## config.mk

```make
export PLATFORM = sky130hd
export DESIGN_NAME = sci_host_master
export DESIGN_NICKNAME = d
export VERILOG_FILES = /design/src/rtl/sci_host_master.sv
export SDC_FILE = /design/constraint.sdc
export NUM_CORES = 1
export LEC_CHECK = 0
export BUFFER_PORTS_ARGS = -buffer_cell sky130_fd_sc_hd__buf_2
export CORE_MARGIN = 2
export CORE_UTILIZATION = 60
export CTS_CLUSTER_DIAMETER = 60
export DETAILED_ROUTE_END_ITERATION = 6
export GPL_TIMING_DRIVEN = 1
export PLACE_DENSITY = 0.92
export SKIP_LAST_GASP = 1
export SLEW_MARGIN = 20
export SYNTH_ARGS = -nofsm -noshare
export SYNTH_HDL_FRONTEND = slang
export SYNTH_SLANG_ARGS = --single-unit
```

## constraint.sdc

```tcl
create_clock -name clk_clk -period 6.55 [get_ports clk_clk]
set_input_delay 0.655 -clock clk_clk [delete_from_list [all_inputs] [get_ports clk_clk]]
set_output_delay 0.655 -clock clk_clk [all_outputs]
set_load 0.01 [all_outputs]
```

## src/rtl/sci_host_master.sv

```systemverilog
// Host-side end of the SCI serial link.
// Generates the free-running serial clock, serialises bytes from a valid/ready
// stream onto sci_txd (gated by the core's ready line), and deserialises
// sci_rxd into a single-entry output register that drives host flow control.
module sci_host_master #(
    parameter int CLKDIV = 4
) (
    input  logic       clk_clk,
    input  logic       reset_reset,
    output logic       sci_sclk,
    output logic       sci_txd,
    input  logic       sci_txr_n,
    input  logic       sci_rxd,
    output logic       sci_rxr_n,
    input  logic [7:0] in_data,
    input  logic       in_valid,
    output logic       in_ready,
    output logic [7:0] out_data,
    output logic       out_valid,
    input  logic       out_ready,
    output logic       rx_frame_err,
    output logic       rx_overrun
);

    localparam logic [15:0] DIV_LAST = 16'(CLKDIV - 1);

    typedef enum logic [1:0] {TX_IDLE, TX_START, TX_DATA, TX_STOP} tx_state_t;
    typedef enum logic [1:0] {RX_IDLE, RX_DATA, RX_STOP} rx_state_t;

    // Serial clock divider
    logic [15:0] div_cnt_q, div_cnt_d;
    logic        sclk_q, sclk_d;
    logic        div_tc, rise_ev, fall_ev;

    // Input synchronisers
    logic txr_meta_q, txr_s_q;
    logic rxd_meta_q, rxd_s_q;

    // Transmit path
    tx_state_t   tx_state_q, tx_state_d;
    logic        txd_q, txd_d;
    logic [7:0]  tx_shift_q, tx_shift_d;
    logic [2:0]  tx_cnt_q, tx_cnt_d;
    logic [7:0]  hold_q, hold_d;
    logic        hold_full_q, hold_full_d;
    logic        in_ready_q, in_ready_d;
    logic        tx_accept, tx_start_ok;

    // Receive path
    rx_state_t   rx_state_q, rx_state_d;
    logic [7:0]  rx_shift_q, rx_shift_d;
    logic [2:0]  rx_cnt_q, rx_cnt_d;
    logic [7:0]  out_data_q, out_data_d;
    logic        out_valid_q, out_valid_d;
    logic        rxr_n_q, rxr_n_d;
    logic        frame_err_q, frame_err_d;
    logic        overrun_q, overrun_d;

    // Divider: toggle sclk at terminal count; edge strobes mark the toggle cycle
    always_comb begin
        div_tc    = (div_cnt_q == DIV_LAST);
        div_cnt_d = div_tc ? 16'd0 : div_cnt_q + 16'd1;
        sclk_d    = div_tc ? ~sclk_q : sclk_q;
        rise_ev   = div_tc & ~sclk_q;
        fall_ev   = div_tc & sclk_q;
    end

    // Transmit holding register and frame sequencer, advancing on sclk falls
    always_comb begin
        tx_state_d  = tx_state_q;
        txd_d       = txd_q;
        tx_shift_d  = tx_shift_q;
        tx_cnt_d    = tx_cnt_q;
        hold_d      = hold_q;
        hold_full_d = hold_full_q;
        tx_accept   = in_valid & in_ready_q;
        tx_start_ok = hold_full_q & ~txr_s_q;

        // Accept only happens with the holding register empty, so it never
        // collides with a frame start draining the register in the same cycle.
        if (tx_accept) begin
            hold_d      = in_data;
            hold_full_d = 1'b1;
        end

        if (fall_ev) begin
            unique case (tx_state_q)
                TX_IDLE, TX_STOP: begin
                    // Starting straight from STOP keeps frames back-to-back.
                    if (tx_start_ok) begin
                        txd_d       = 1'b0;
                        tx_shift_d  = hold_q;
                        hold_full_d = 1'b0;
                        tx_state_d  = TX_START;
                    end else begin
                        txd_d      = 1'b1;
                        tx_state_d = TX_IDLE;
                    end
                end
                TX_START: begin
                    txd_d      = tx_shift_q[0];
                    tx_shift_d = {1'b0, tx_shift_q[7:1]};
                    tx_cnt_d   = 3'd0;
                    tx_state_d = TX_DATA;
                end
                TX_DATA: begin
                    if (tx_cnt_q == 3'd7) begin
                        txd_d      = 1'b1;
                        tx_state_d = TX_STOP;
                    end else begin
                        txd_d      = tx_shift_q[0];
                        tx_shift_d = {1'b0, tx_shift_q[7:1]};
                        tx_cnt_d   = tx_cnt_q + 3'd1;
                    end
                end
                default: begin
                    txd_d      = 1'b1;
                    tx_state_d = TX_IDLE;
                end
            endcase
        end

        in_ready_d = ~hold_full_d;
    end

    // Receive deserialiser sampling on sclk rises, plus output register handshake
    always_comb begin
        rx_state_d  = rx_state_q;
        rx_shift_d  = rx_shift_q;
        rx_cnt_d    = rx_cnt_q;
        out_data_d  = out_data_q;
        out_valid_d = out_valid_q;
        frame_err_d = 1'b0;
        overrun_d   = 1'b0;

        if (out_valid_q & out_ready) begin
            out_valid_d = 1'b0;
        end

        if (rise_ev) begin
            unique case (rx_state_q)
                RX_IDLE: begin
                    if (!rxd_s_q) begin
                        rx_cnt_d   = 3'd0;
                        rx_state_d = RX_DATA;
                    end
                end
                RX_DATA: begin
                    rx_shift_d = {rxd_s_q, rx_shift_q[7:1]};
                    rx_cnt_d   = rx_cnt_q + 3'd1;
                    if (rx_cnt_q == 3'd7) begin
                        rx_state_d = RX_STOP;
                    end
                end
                RX_STOP: begin
                    // Loading only into an empty register means a load can
                    // never coincide with the consumer taking the old byte.
                    if (rxd_s_q) begin
                        if (!out_valid_q) begin
                            out_data_d  = rx_shift_q;
                            out_valid_d = 1'b1;
                        end else begin
                            overrun_d = 1'b1;
                        end
                    end else begin
                        frame_err_d = 1'b1;
                    end
                    rx_state_d = RX_IDLE;
                end
                default: rx_state_d = RX_IDLE;
            endcase
        end

        rxr_n_d = out_valid_d;
    end

    // State registers with asynchronous reset; synchronisers idle high
    always_ff @(posedge clk_clk or posedge reset_reset) begin
        if (reset_reset) begin
            div_cnt_q   <= 16'd0;
            sclk_q      <= 1'b0;
            txr_meta_q  <= 1'b1;
            txr_s_q     <= 1'b1;
            rxd_meta_q  <= 1'b1;
            rxd_s_q     <= 1'b1;
            tx_state_q  <= TX_IDLE;
            txd_q       <= 1'b1;
            tx_shift_q  <= 8'd0;
            tx_cnt_q    <= 3'd0;
            hold_q      <= 8'd0;
            hold_full_q <= 1'b0;
            in_ready_q  <= 1'b0;
            rx_state_q  <= RX_IDLE;
            rx_shift_q  <= 8'd0;
            rx_cnt_q    <= 3'd0;
            out_data_q  <= 8'd0;
            out_valid_q <= 1'b0;
            rxr_n_q     <= 1'b1;
            frame_err_q <= 1'b0;
            overrun_q   <= 1'b0;
        end else begin
            div_cnt_q   <= div_cnt_d;
            sclk_q      <= sclk_d;
            txr_meta_q  <= sci_txr_n;
            txr_s_q     <= txr_meta_q;
            rxd_meta_q  <= sci_rxd;
            rxd_s_q     <= rxd_meta_q;
            tx_state_q  <= tx_state_d;
            txd_q       <= txd_d;
            tx_shift_q  <= tx_shift_d;
            tx_cnt_q    <= tx_cnt_d;
            hold_q      <= hold_d;
            hold_full_q <= hold_full_d;
            in_ready_q  <= in_ready_d;
            rx_state_q  <= rx_state_d;
            rx_shift_q  <= rx_shift_d;
            rx_cnt_q    <= rx_cnt_d;
            out_data_q  <= out_data_d;
            out_valid_q <= out_valid_d;
            rxr_n_q     <= rxr_n_d;
            frame_err_q <= frame_err_d;
            overrun_q   <= overrun_d;
        end
    end

    assign sci_sclk     = sclk_q;
    assign sci_txd      = txd_q;
    assign sci_rxr_n    = rxr_n_q;
    assign in_ready     = in_ready_q;
    assign out_data     = out_data_q;
    assign out_valid    = out_valid_q;
    assign rx_frame_err = frame_err_q;
    assign rx_overrun   = overrun_q;

endmodule

```

==> results.md, run 1 <==
* Leak at around 1.7 nW
* Status: completed
* Gr ovfl total at 0
* CP Capture Point: rx_shift_q[7]
* Sequential fraction of design power at ~47%
* Hpwl dp at between 3 and 4 mm
* Clock Power Share at between 30% and 40%
* # setup viols final at 0
* Met2 wire len at slightly below 3 mm
* Post-DRT Antenna Nets at 0
* Layout Area Growth over Synthesis at 14.40%
* Switching share of power at between 20% and 30%
* Reg2reg start: div_cnt_q[0]
* Synth warn at 0
* Final Cycle Share at 39.10%
* Setup TNS at 0 ps
* Wire per inst at 16.31 um
* Synth area leader: dfrtp_1
* DR WL met3 at 353 um
* Cts repair resizes at 0
* Peak VDD IR at around 0.22 mV
* Layout cell share with drive strength beyond 1 at between 30 and 40%
* Critical path launch point type: flip-flop
* ANT cells at 0
* Flop-to-flop setup slack at roughly 4000 ps
* Syn Inst Count at 250
* Post-synth top area share at roughly half
* Critical path data arrival time at around 2800 ps
* Pin count of the biggest net entering global routing at 71
* Crit-path cells: ha_1 -> nor4b_4 -> and4_4 -> nand2b_2 -> nor2_1 -> mux2_2
* Max-Cap Viols at 0
* Top sig layer: met4
* First drt pass iteration count at 5
* Synthesized area at about 3100 um^2
* Sequential fraction of the synthesis area at 56.88%
* Num CTS Buffers at 9
* Post-CTS setup buffer count at 0
* Post-synth EDFFs at 0
* RD Place Congestion at ~0.83
* Drt drc at 0
* Via Count at around 2.0k
* Number of synthesized register bits at 70
* M1 WL at around 2.5 mm
* Antenna violations before repair at 0
* R2r endpoint: rx_shift_q[7]
* Primary FF master, synth: dfrtp_1
* CP max-delay cell: nor2_1
* R2R depth at 6
* Setup WS post-layout at around 4000 ps
* Layout fillers at 320
* Avg Vias per Cell at 5.700
* RSZ-0062 raised after global routing: no
* Place WS at around 4000 ps
* Max FO, Critical Path at 11
* Setup CP Type: reg -> reg
* PD cells at 333.4 nW/um^2
* Die X-Extent at between 70 and 80 um
* Input/output buffers at 28
* Clock Pin Slew Worst Setup and Hold Paths at around 70 ps
* Vias in the first global route at 1946
* # rows at 26
* Final setup skew at 4.855 ps
* Initial DRC Count at ~180
* H-tree depth at 3
* Starting Density at roughly three fifths
* Setup crit start: div_cnt_q[0]
* Clock Tree Root: clkbuf_8
* Crit-path max cell delay at between 600 and 700 ps
* Fmax at a little under 0.4 GHz
* Comb power frac at 16.7%
* # nets final at between 300 and 400
* Min Tclk post-route at between 2000 and 3000 ps
* Die Footprint at around 5700 um^2
* Worst min path class: reg -> reg
* Asr flop ratio synth at 100.0%
* Total core area at ~5000 um^2
* Post-CTS Hold Buffers at 0
* Tightest Pin Transition at between 800 and 900 ps
* Hold Fails Final Rpt at 0
* Normalized max-slew margin at approximately 43%
* Syn nets at ~270
* Syn Area/Cell at roughly 12 um^2
* Worst-case clock buffer depth at 2
* Required time of the critical path at 6780 ps
* Crit path capture type: flip-flop
* Max-slew violations at 0
* Psw at roughly 310 uW
* Clock latency on the worst-skew pair at roughly 350 ps
* Die height at ~76 um
* # IOs at 29
* Cell variety after synth at 41
* Clk sinks at 70
* First-pass GRT wire length at 9.742 mm
* GRT Total Usage at between 20% and 30%
* Pint at around 870 uW
* Final WL at between 5 and 6 mm
* CTS tree: done
* Main area contributors after synthesis: dfrtp_1 52%, mux2_2 6.6%, dfstp_2 5.1%
-- cell usage in the layout (no fill, tap or decap), drive strengths merged, types with 2 or more instances in the layout --
| master | instances |
|---|---|
| dfrtp | 64 |
| buf | 29 |
| mux2 | 26 |
| nand2 | 21 |
| nor2 | 16 |
| o21ai | 15 |
| clkbuf | 13 |
| inv | 11 |
| nor4 | 10 |
| and3 | 7 |
| xnor2 | 7 |
| xor2 | 7 |
| o221a | 7 |
| ha | 7 |
| nand3 | 6 |
| dfstp | 6 |
| nand2b | 4 |
| nor3 | 4 |
| a21oi | 3 |
| nor2b | 3 |
| bufinv | 3 |
| and4 | 3 |
| a22o | 2 |
| o211ai | 2 |
| and2 | 2 |
-- through the flow --
step           cells  hold slack, ps  total power [mW]  instance area (um^2)  utilization (%)
6_report         357           358.1             1.180                  3538            70.17
3_5_place_dp     341           350.8            0.7556                  3289            65.24
4_1_cts          357           360.7             1.181                  3538            70.17
5_1_grt          357           363.1             1.236                  3538            70.17
2_1_floorplan    250           345.2            0.7014                  3093                -
3_3_place_gp     341           345.8            0.7385                  3289            65.24
-- power by group through the flow --
stage	combinational [mW]	sequential [mW]	clock [mW]
2_1_floorplan	0.154	0.547	0
3_3_place_gp	0.182	0.556	0
3_5_place_dp	0.196	0.560	0
4_1_cts	0.196	0.554	0.431
5_1_grt	0.222	0.564	0.450
6_report	0.197	0.556	0.427
-- sequential cells by signal (all words and copies together), names as in the netlist, 2 cells and up --
name / cells
tx_shift_q: 8
rx_state_q: 2
hold_q: 8
rx_cnt_q: 3
tx_cnt_q: 3
out_data: 8
tx_state_q: 2
div_cnt_q: 16
rx_shift_q: 8
-- synth_stat cells, types with 2 or more instances --
cell type	number
xor2_1	7
xnor2_1	7
mux2_2	18
and3_1	7
nor4_1	7
clkbuf_1	6
a22o_1	2
a21oi_1	3
nor4_4	3
nand2b_1	3
nand3_1	6
inv_1	11
nor3_1	3
o21ai_0	15
dfstp_2	6
o221a_2	7
nand2_1	21
o211ai_1	2
nor2_1	16
dfrtp_1	64
ha_1	7
nor2b_1	3
mux2_4	8
-- cells by family after synthesis --
logic type | count (synthesis) | share of synthesized area, %
AOI/OAI and AO/OA | 34 | 7.767
xor gates and xnor gates | 14 | 3.964
adders and majority gates | 7 | 2.832
buffers and inverters | 19 | 2.589
DFF | 70 | 56.88
muxes | 26 | 10.44
and+or+nand+nor | 80 | 15.53
-- layout make-up --
| type | instances | area [um^2] | share of cell area (%) |
|---|---|---|---|
| clock buffer | 13 | 158.9 | 4.491 |
| clock inverter | 3 | 90.09 | 2.546 |
| inverter | 11 | 41.29 | 1.167 |
| multi-input combinational | 161 | 1254 | 35.43 |
| sequential | 70 | 1759 | 49.72 |
| tap | 70 | 87.58 | 2.475 |
| timing repair buffer | 29 | 147.6 | 4.173 |
-- how the worst min path moves through the flow --
stage,cells after the start,end,from
finish,0,txr_s_q,txr_meta_q
global placement,0,rxd_s_q,rxd_meta_q
floorplan,0,rxd_s_q,rxd_meta_q
CTS,0,rxd_s_q,rxd_meta_q
detailed placement,0,rxd_s_q,rxd_meta_q
global route,0,rxd_s_q,rxd_meta_q
-- routing by layer --
| metal | GRT usage [%] | vias up |
|---|---|---|
| met5 | 0 | - |
| met4 | 8.967 | 0 |
| met3 | 7.143 | 9 |
| met2 | 34.87 | 73 |
| met1 | 32.65 | 1009 |
| li1 | - | 944 |
-- worst max-delay path, delay by kind of cell (launching register included) --
family	cells	cell delay, ps
simple gates	4	1400
mux	1	420
flops	1	390
fa+ha+maj	1	240
Power figures use the tool's default switching activity.
==> run 2, diff against run 1 <==
- CORE_UTILIZATION: 60 -> 53
- PLACE_DENSITY: 0.92 -> 0.86
- clock period: 6.55 -> 2.32 ns (I/O delays scaled with it)
==> run 2 against run 1 <==
  * Clock-buffer cell count shrank 4
  * Highest routed layer unchanged
  * Register-to-register slack lost 3800 ps
  * Combinational power grew to 2.9 times the previous value
  * Die area grew 12%
  * Worst setup slack lost 3800 ps
  * Wire length grew 4.3%
  * Non-clock buffer count grew 6
  * Final cell count grew 2.2%
  * Global-route usage shrank 2.1 points
  * Flip-flop and latch count is the same
  * Total power grew to 2.6 times the previous value
  * Largest power group unchanged
  * Critical path type unchanged
==> results.md, run 2 (synthesis gave the netlist of run 1 again) <==
* Total core area at 5574 um^2 (was 5042 um^2)
* Max FO, Critical Path at 9 (was 11)
* Clock Tree Root: clkbuf_8 (unchanged)
* PD cells at 875.0 nW/um^2 (was 333.4 nW/um^2)
* Input/output buffers at 28 (unchanged)
* Min-Delay Path Depth at 2 (was 0)
* Min Tclk post-route at 2164 ps (was 2561 ps)
* Fmax at 0.4621 GHz (was 0.3905 GHz)
* Layout Area Growth over Synthesis at 14.93% (was 14.40%)
* H-tree depth at 3 (unchanged)
* ANT cells at 0 (unchanged)
* Max-slew violations at 0 (unchanged)
* Avg Vias per Cell at 5.641 (was 5.700)
* Antenna violations before repair at 0 (unchanged)
* Tightest Pin Transition at 559.5 ps (was 845.1 ps)
* Die X-Extent at 80.39 um (was 75.80 um)
* Design Area, Final at 3555 um^2 (was 3538 um^2)
* Layout cell share with drive strength beyond 1 at 33.45% (was 32.40%)
* # setup viols final at 0 (unchanged)
* Crit path capture type: flip-flop (unchanged)
* Worst min path class: in -> reg (was reg -> reg)
* Peak VDD IR at 0.6337 mV (was 0.2228 mV)
* RD Place Congestion at 0.7838 (was 0.8289)
* Crit path max-delay family: simple AND/OR/NAND/NOR gates (unchanged)
* Leak at 1.697 nW (was 1.689 nW)
* Max-Cap Viols at 0 (unchanged)
* Vias in the first global route at 2164 (was 1946)
* Setup CP Type: reg -> reg (unchanged)
* Gr ovfl total at 0 (unchanged)
* Pin count of the biggest net entering global routing at 71 (unchanged)
* Cts repair resizes at 0 (unchanged)
* Worst-case clock buffer depth at 2 (unchanged)
* Starting Density at 55.49% (was 61.34%)
* # IOs at 29 (unchanged)
* CP max-delay cell: dfrtp_1 (was nor2_1)
* Crit-path max cell delay at 400 ps (was 680 ps)
* Hpwl dp at 3.967 mm (was 3.976 mm)
* R2R depth at 7 (was 6)
* Area of placed instances at 3327 um^2 (was 3289 um^2)
* Setup TNS at 0 ps (unchanged)
* Critical path launch point type: flip-flop (unchanged)
* Commonest non-fill, non-tap cell in the layout: dfrtp_1 (unchanged)
* Status: completed (unchanged)
* RSZ-0062 raised after global routing: no (unchanged)
* # rows at 27 (was 26)
* Initial DRC Count at 162 (was 181)
* Normalized max-slew margin at 62.63% (was 43.24%)
* Final WL at 6.074 mm (was 5.822 mm)
* Post-DRT Antenna Nets at 0 (unchanged)
* First-pass GRT wire length at 10.30 mm (was 9.742 mm)
* # nets final at 309 (was 303)
* Final setup skew at 7.294 ps (was 4.855 ps)
* Buf/Inv on CP at 1 (was 0)
* Clock Pin Slew Worst Setup and Hold Paths at 80 ps (was 70 ps)
* GRT Total Usage at 21.34% (was 23.42%)
* Clk sinks at 70 (unchanged)
* Post-CTS setup buffer count at 0 (unchanged)
* Crit-path cells: ha_1 -> nor4b_4 -> and4_4 -> nand2b_2 -> nor4_4 -> buf_4 -> mux2_4 (was ha_1 -> nor4b_4 -> and4_4 -> nand2b_2 -> nor2_1 -> mux2_2)
* CTS tree: done (unchanged)
* Num CTS Buffers at 9 (unchanged)
* Die Footprint at 6463 um^2 (was 5745 um^2)
* Clock latency on the worst-skew pair at 350 ps (about the same)
* Commonest non-fill, non-tap cells in the layout: 64 x dfrtp_1, 28 x buf_2, 21 x nand2_1 (unchanged)
* Critical path depth at 7 (was 6)
* Largest Register: div_cnt_q (unchanged)
* Final Cycle Share at 93.27% (was 39.10%)
* Die height at 80.39 um (was 75.80 um)
* Layout fillers at 384 (was 320)
* Wire per inst at 16.64 um (was 16.31 um)
* Required time of the critical path at 2560 ps (was 6780 ps)
* Largest register FFs at 16 (unchanged)
* Drt drc at 0 (unchanged)
* Hold Fails Final Rpt at 0 (unchanged)
* Via Count at 2059 (was 2035)
* Critical path data arrival time at 2400 ps (was 2790 ps)
* First drt pass iteration count at 4 (was 5)
## run 2: changes by cell type in the layout (fill, tap and decap cells not counted)
cell	before	now
clkbuf_8	11	9
bufinv_16	3	1
dlygate4sd3_1	0	3
clkinv_2	0	2
clkinv_4	0	2
buf_4	1	3
buf_12	0	1
clkbuf_1	2	0
inv_6	0	1
clkinvlp_4	0	1
## run 2: repair_timing
| item | in CTS | in global routing |
|---|---|---|
| endpoints found under the setup margin | 0 | 0 |
| endpoints found under the hold margin | 66 | 0 |
| hold buffers | 3 | 0 |
## run 2: layer usage
metal	up-vias	track usage (%)	share of wire, %
li1	959	-	-
met1	1033	26.62	43
met4	0	9.661	2.3
met2	51	35.33	51
met5	-	0	0
met3	16	5.056	3.4
## run 2: worst paths after layout
check,from,end,slack [ps]
hold / removal,in_data[0],hold_q[0],120
setup reg to reg,div_cnt_q[0],out_data[0],160
setup / recovery,div_cnt_q[0],out_data[0],160
hold reg to reg,rxd_meta_q,rxd_s_q,360
min in group asynchronous,reset_reset,rx_shift_q[1],490
max in group asynchronous,reset_reset,rxd_meta_q,1480
## run 2: report_power, final
group          internal [mW]  switching (mW)
Sequential              1.42           0.148
Clock                  0.499           0.476
Combinational          0.273           0.290
Total                   2.20           0.915
## run 2: final cells by class
class / count / area [um^2] / area share [%]
flip-flops and latches: 70 / 1759 / 49.49
well taps: 72 / 90.09 / 2.534
repair buffers: 35 / 212.7 / 5.984
inverters: 11 / 41.29 / 1.162
clock buffers: 9 / 123.9 / 3.485
multi-input cells: 161 / 1254 / 35.27
clock inverters: 7 / 73.82 / 2.077
## run 2: per-stage QoR
| stage | hold WS, ps | util, % | setup WS, ps | power, mW | std cells |
|---|---|---|---|---|---|
| after floorplan | 236.5 | - | 98.99 | 1.980 | 250 |
| after global placement | 334.2 | 59.69 | 278.5 | 2.098 | 346 |
| after detailed placement | 338.8 | 59.69 | 175.6 | 2.142 | 346 |
| after CTS | 111.5 | 63.77 | 162.6 | 3.127 | 365 |
| after global routing | 107.1 | 63.77 | 22.09 | 3.268 | 365 |
| final | 115.5 | 63.77 | 156.2 | 3.110 | 365 |
==> run 3, diff against run 2 <==
- CORE_ASPECT_RATIO: not set -> 0.7
==> run 3 against run 2 <==
  * Register-to-register slack lost 30 ps
  * Final cell count up 1.4%
  * Wire length fell by 6.3%
  * Sequential share of layout area shrank 0.29 points
  * Utilization fell by 0.69 points
  * Critical endpoint is now out_data[5]
  * Largest cell class unchanged
  * Largest power group unchanged
==> results.md, run 3 (synthesis gave the netlist of run 1 again) <==
* GRT Total Usage at 19.89% (was 21.34%)
* Setup TNS at 0 ps (unchanged)
* CTS tree: done (unchanged)
* Largest register FFs at 16 (unchanged)
* Psw at 869.0 uW (was 915.0 uW)
* CP Capture Point: out_data[5] (was out_data[0])
* Layout cell share with drive strength beyond 1 at 33.56% (was 33.45%)
* Setup crit start: div_cnt_q[0] (unchanged)
* # rows at 23 (was 27)
* Antenna violations before repair at 0 (unchanged)
* Max-Cap Viols at 0 (unchanged)
* PD cells at 864.6 nW/um^2 (was 875.0 nW/um^2)
* Status: completed (unchanged)
* Pin count of the biggest net entering global routing at 57 (was 71)
* Normalized max-slew margin at 64.27% (was 62.63%)
* Area of placed instances at 3346 um^2 (was 3327 um^2)
* Largest Register: div_cnt_q (unchanged)
* Final WL at 5.693 mm (was 6.074 mm)
* Via Count at 1971 (was 2059)
* RD Place Congestion at 0.7631 (was 0.7838)
* Starting Density at 54.56% (was 55.49%)
* Min Tclk post-route at 2190 ps (was 2164 ps)
* Peak VDD IR at 0.5845 mV (was 0.6337 mV)
* Switching share of power at 28.11% (was 29.42%)
* Layout fillers at 439 (was 384)
* Power Total at 3.092 mW (was 3.110 mW)
* Clock Pin Slew Worst Setup and Hold Paths at 80 ps (about the same)
* Clock Tree Root: clkbuf_8 (unchanged)
* Design Area, Final at 3576 um^2 (was 3555 um^2)
* Crit path capture type: flip-flop (unchanged)
* Crit-path max cell delay at 400 ps (about the same)
* Num CTS Buffers at 9 (unchanged)
* Post-DRT Antenna Nets at 0 (unchanged)
* Setup CP Type: reg -> reg (unchanged)
* Worst min path class: in -> reg (unchanged)
* Fmax at 0.4566 GHz (was 0.4621 GHz)
* Clk sinks at 70 (unchanged)
* # IOs at 29 (unchanged)
* Layout Area Growth over Synthesis at 15.61% (was 14.93%)
* Pint at 2.223 mW (was 2.195 mW)
* # setup viols final at 0 (unchanged)
* Avg Vias per Cell at 5.327 (was 5.641)
* Total core area at 5669 um^2 (was 5574 um^2)
* Crit-path cells: ha_1 -> nor4b_4 -> and4_4 -> nand2b_2 -> nor4_4 -> buf_4 -> mux2_4 (unchanged)
* R2r endpoint: out_data[5] (was out_data[0])
* Max FO, Critical Path at 9 (unchanged)
* Comb power frac at 17.8% (was 18.1%)
* Die Footprint at 6473 um^2 (was 6463 um^2)
* R2R depth at 7 (unchanged)
* # nets final at 311 (was 309)
* Worst-case clock buffer depth at 2 (unchanged)
* Initial DRC Count at 170 (was 162)
* Drt drc at 0 (unchanged)
* Commonest non-fill, non-tap cells in the layout: 64 x dfrtp_1, 28 x buf_2, 21 x nand2_1 (unchanged)
* Sequential fraction of design power at 50.5% (about the same)
* Leak at 1.705 nW (was 1.697 nW)
* Flop-to-flop setup slack at 130 ps (was 160 ps)
* RSZ-0062 raised after global routing: no (unchanged)
* Wire per inst at 15.39 um (was 16.64 um)
* First drt pass iteration count at 4 (unchanged)
* Min-Delay Path Depth at 2 (unchanged)
* Clock Power Share at 31.7% (was 31.4%)
* CP max-delay cell: dfrtp_1 (unchanged)
* Final setup skew at 10.59 ps (was 7.294 ps)
* Critical path launch point type: flip-flop (unchanged)
* Final Cycle Share at 94.39% (was 93.27%)
* ANT cells at 0 (unchanged)
* Commonest non-fill, non-tap cell in the layout: dfrtp_1 (unchanged)
* First-pass GRT wire length at 9.501 mm (was 10.30 mm)
* Die X-Extent at 95.31 um (was 80.39 um)
* Critical path data arrival time at 2410 ps (was 2400 ps)
* Die height at 67.92 um (was 80.39 um)
* Tightest Pin Transition at 534.9 ps (was 559.5 ps)
* Max-slew violations at 0 (unchanged)
* Gr ovfl total at 0 (unchanged)
* Post-layout util at 63.08% (was 63.77%)
* H-tree depth at 3 (unchanged)
* Hold Fails Final Rpt at 0 (unchanged)
* Clock latency on the worst-skew pair at 340 ps (was 350 ps)
* Required time of the critical path at 2540 ps (was 2560 ps)
* Input/output buffers at 28 (unchanged)
* Vias in the first global route at 1953 (was 2164)
* Hpwl dp at 4.006 mm (was 3.967 mm)
* Reg2reg start: div_cnt_q[0] (unchanged)
-- run 3: worst max-delay path, delay by kind of cell, from the launching register on --
kind          cells  cell delay (ps)
simple gates      4              860
mux               1              320
flops             1              400
fa+ha+maj         1              230
buf+inv           1              250
-- run 3: power by group through the flow --
stage	Clock (mW)	Combinational, mW	Sequential [mW]
floorplan	0	0.436	1.54
global placement	0	0.520	1.57
detailed placement	0	0.548	1.58
CTS	1.00	0.553	1.56
global route	1.07	0.624	1.59
finish	0.980	0.550	1.56
-- run 3: how the worst min path moves through the flow --
stage | end | from
floorplan | rxd_meta_q | sci_rxd
global placement | hold_full_q | reset_reset
detailed placement | in_ready | reset_reset
CTS | hold_q[5] | in_data[5]
global route | hold_q[4] | in_data[4]
finish | hold_q[2] | in_data[2]
-- run 3: final cells by class --
type | instances | area [um^2] | area share, %
clock inverter | 5 | 58.81 | 1.645
inverter | 11 | 41.29 | 1.155
tap | 75 | 93.84 | 2.624
timing repair buffer | 37 | 227.7 | 6.368
clock buffer | 11 | 141.4 | 3.954
multi-input combinational | 161 | 1254 | 35.06
sequential | 70 | 1759 | 49.20
-- run 3: through the flow --
stage | instances | hold WS (ps) | setup WS (ps)
after floorplan | 250 | 236.5 | 98.99
after global placement | 351 | 201.2 | 272.7
after detailed placement | 351 | 204.0 | 143.9
after CTS | 370 | 108.6 | 128.7
after global routing | 370 | 99.13 | 23.39
final | 370 | 123.7 | 130.1
-- run 3: routing by layer --
layer / vias up / track usage, % / part of all wire (%)
met4: 0 / 4.348 / 0.39
met3: 2 / 7.930 / 5.7
met1: 953 / 28.19 / 49
met2: 53 / 28.96 / 45
li1: 963 / - / -
met5: - / 0 / 0
-- run 3: timing repair --
action	4_1_cts	5_1_grt
hold buffers	3	0
setup buffers	0	0
hold endpoints to repair	12	0
gates resized for setup	0	0
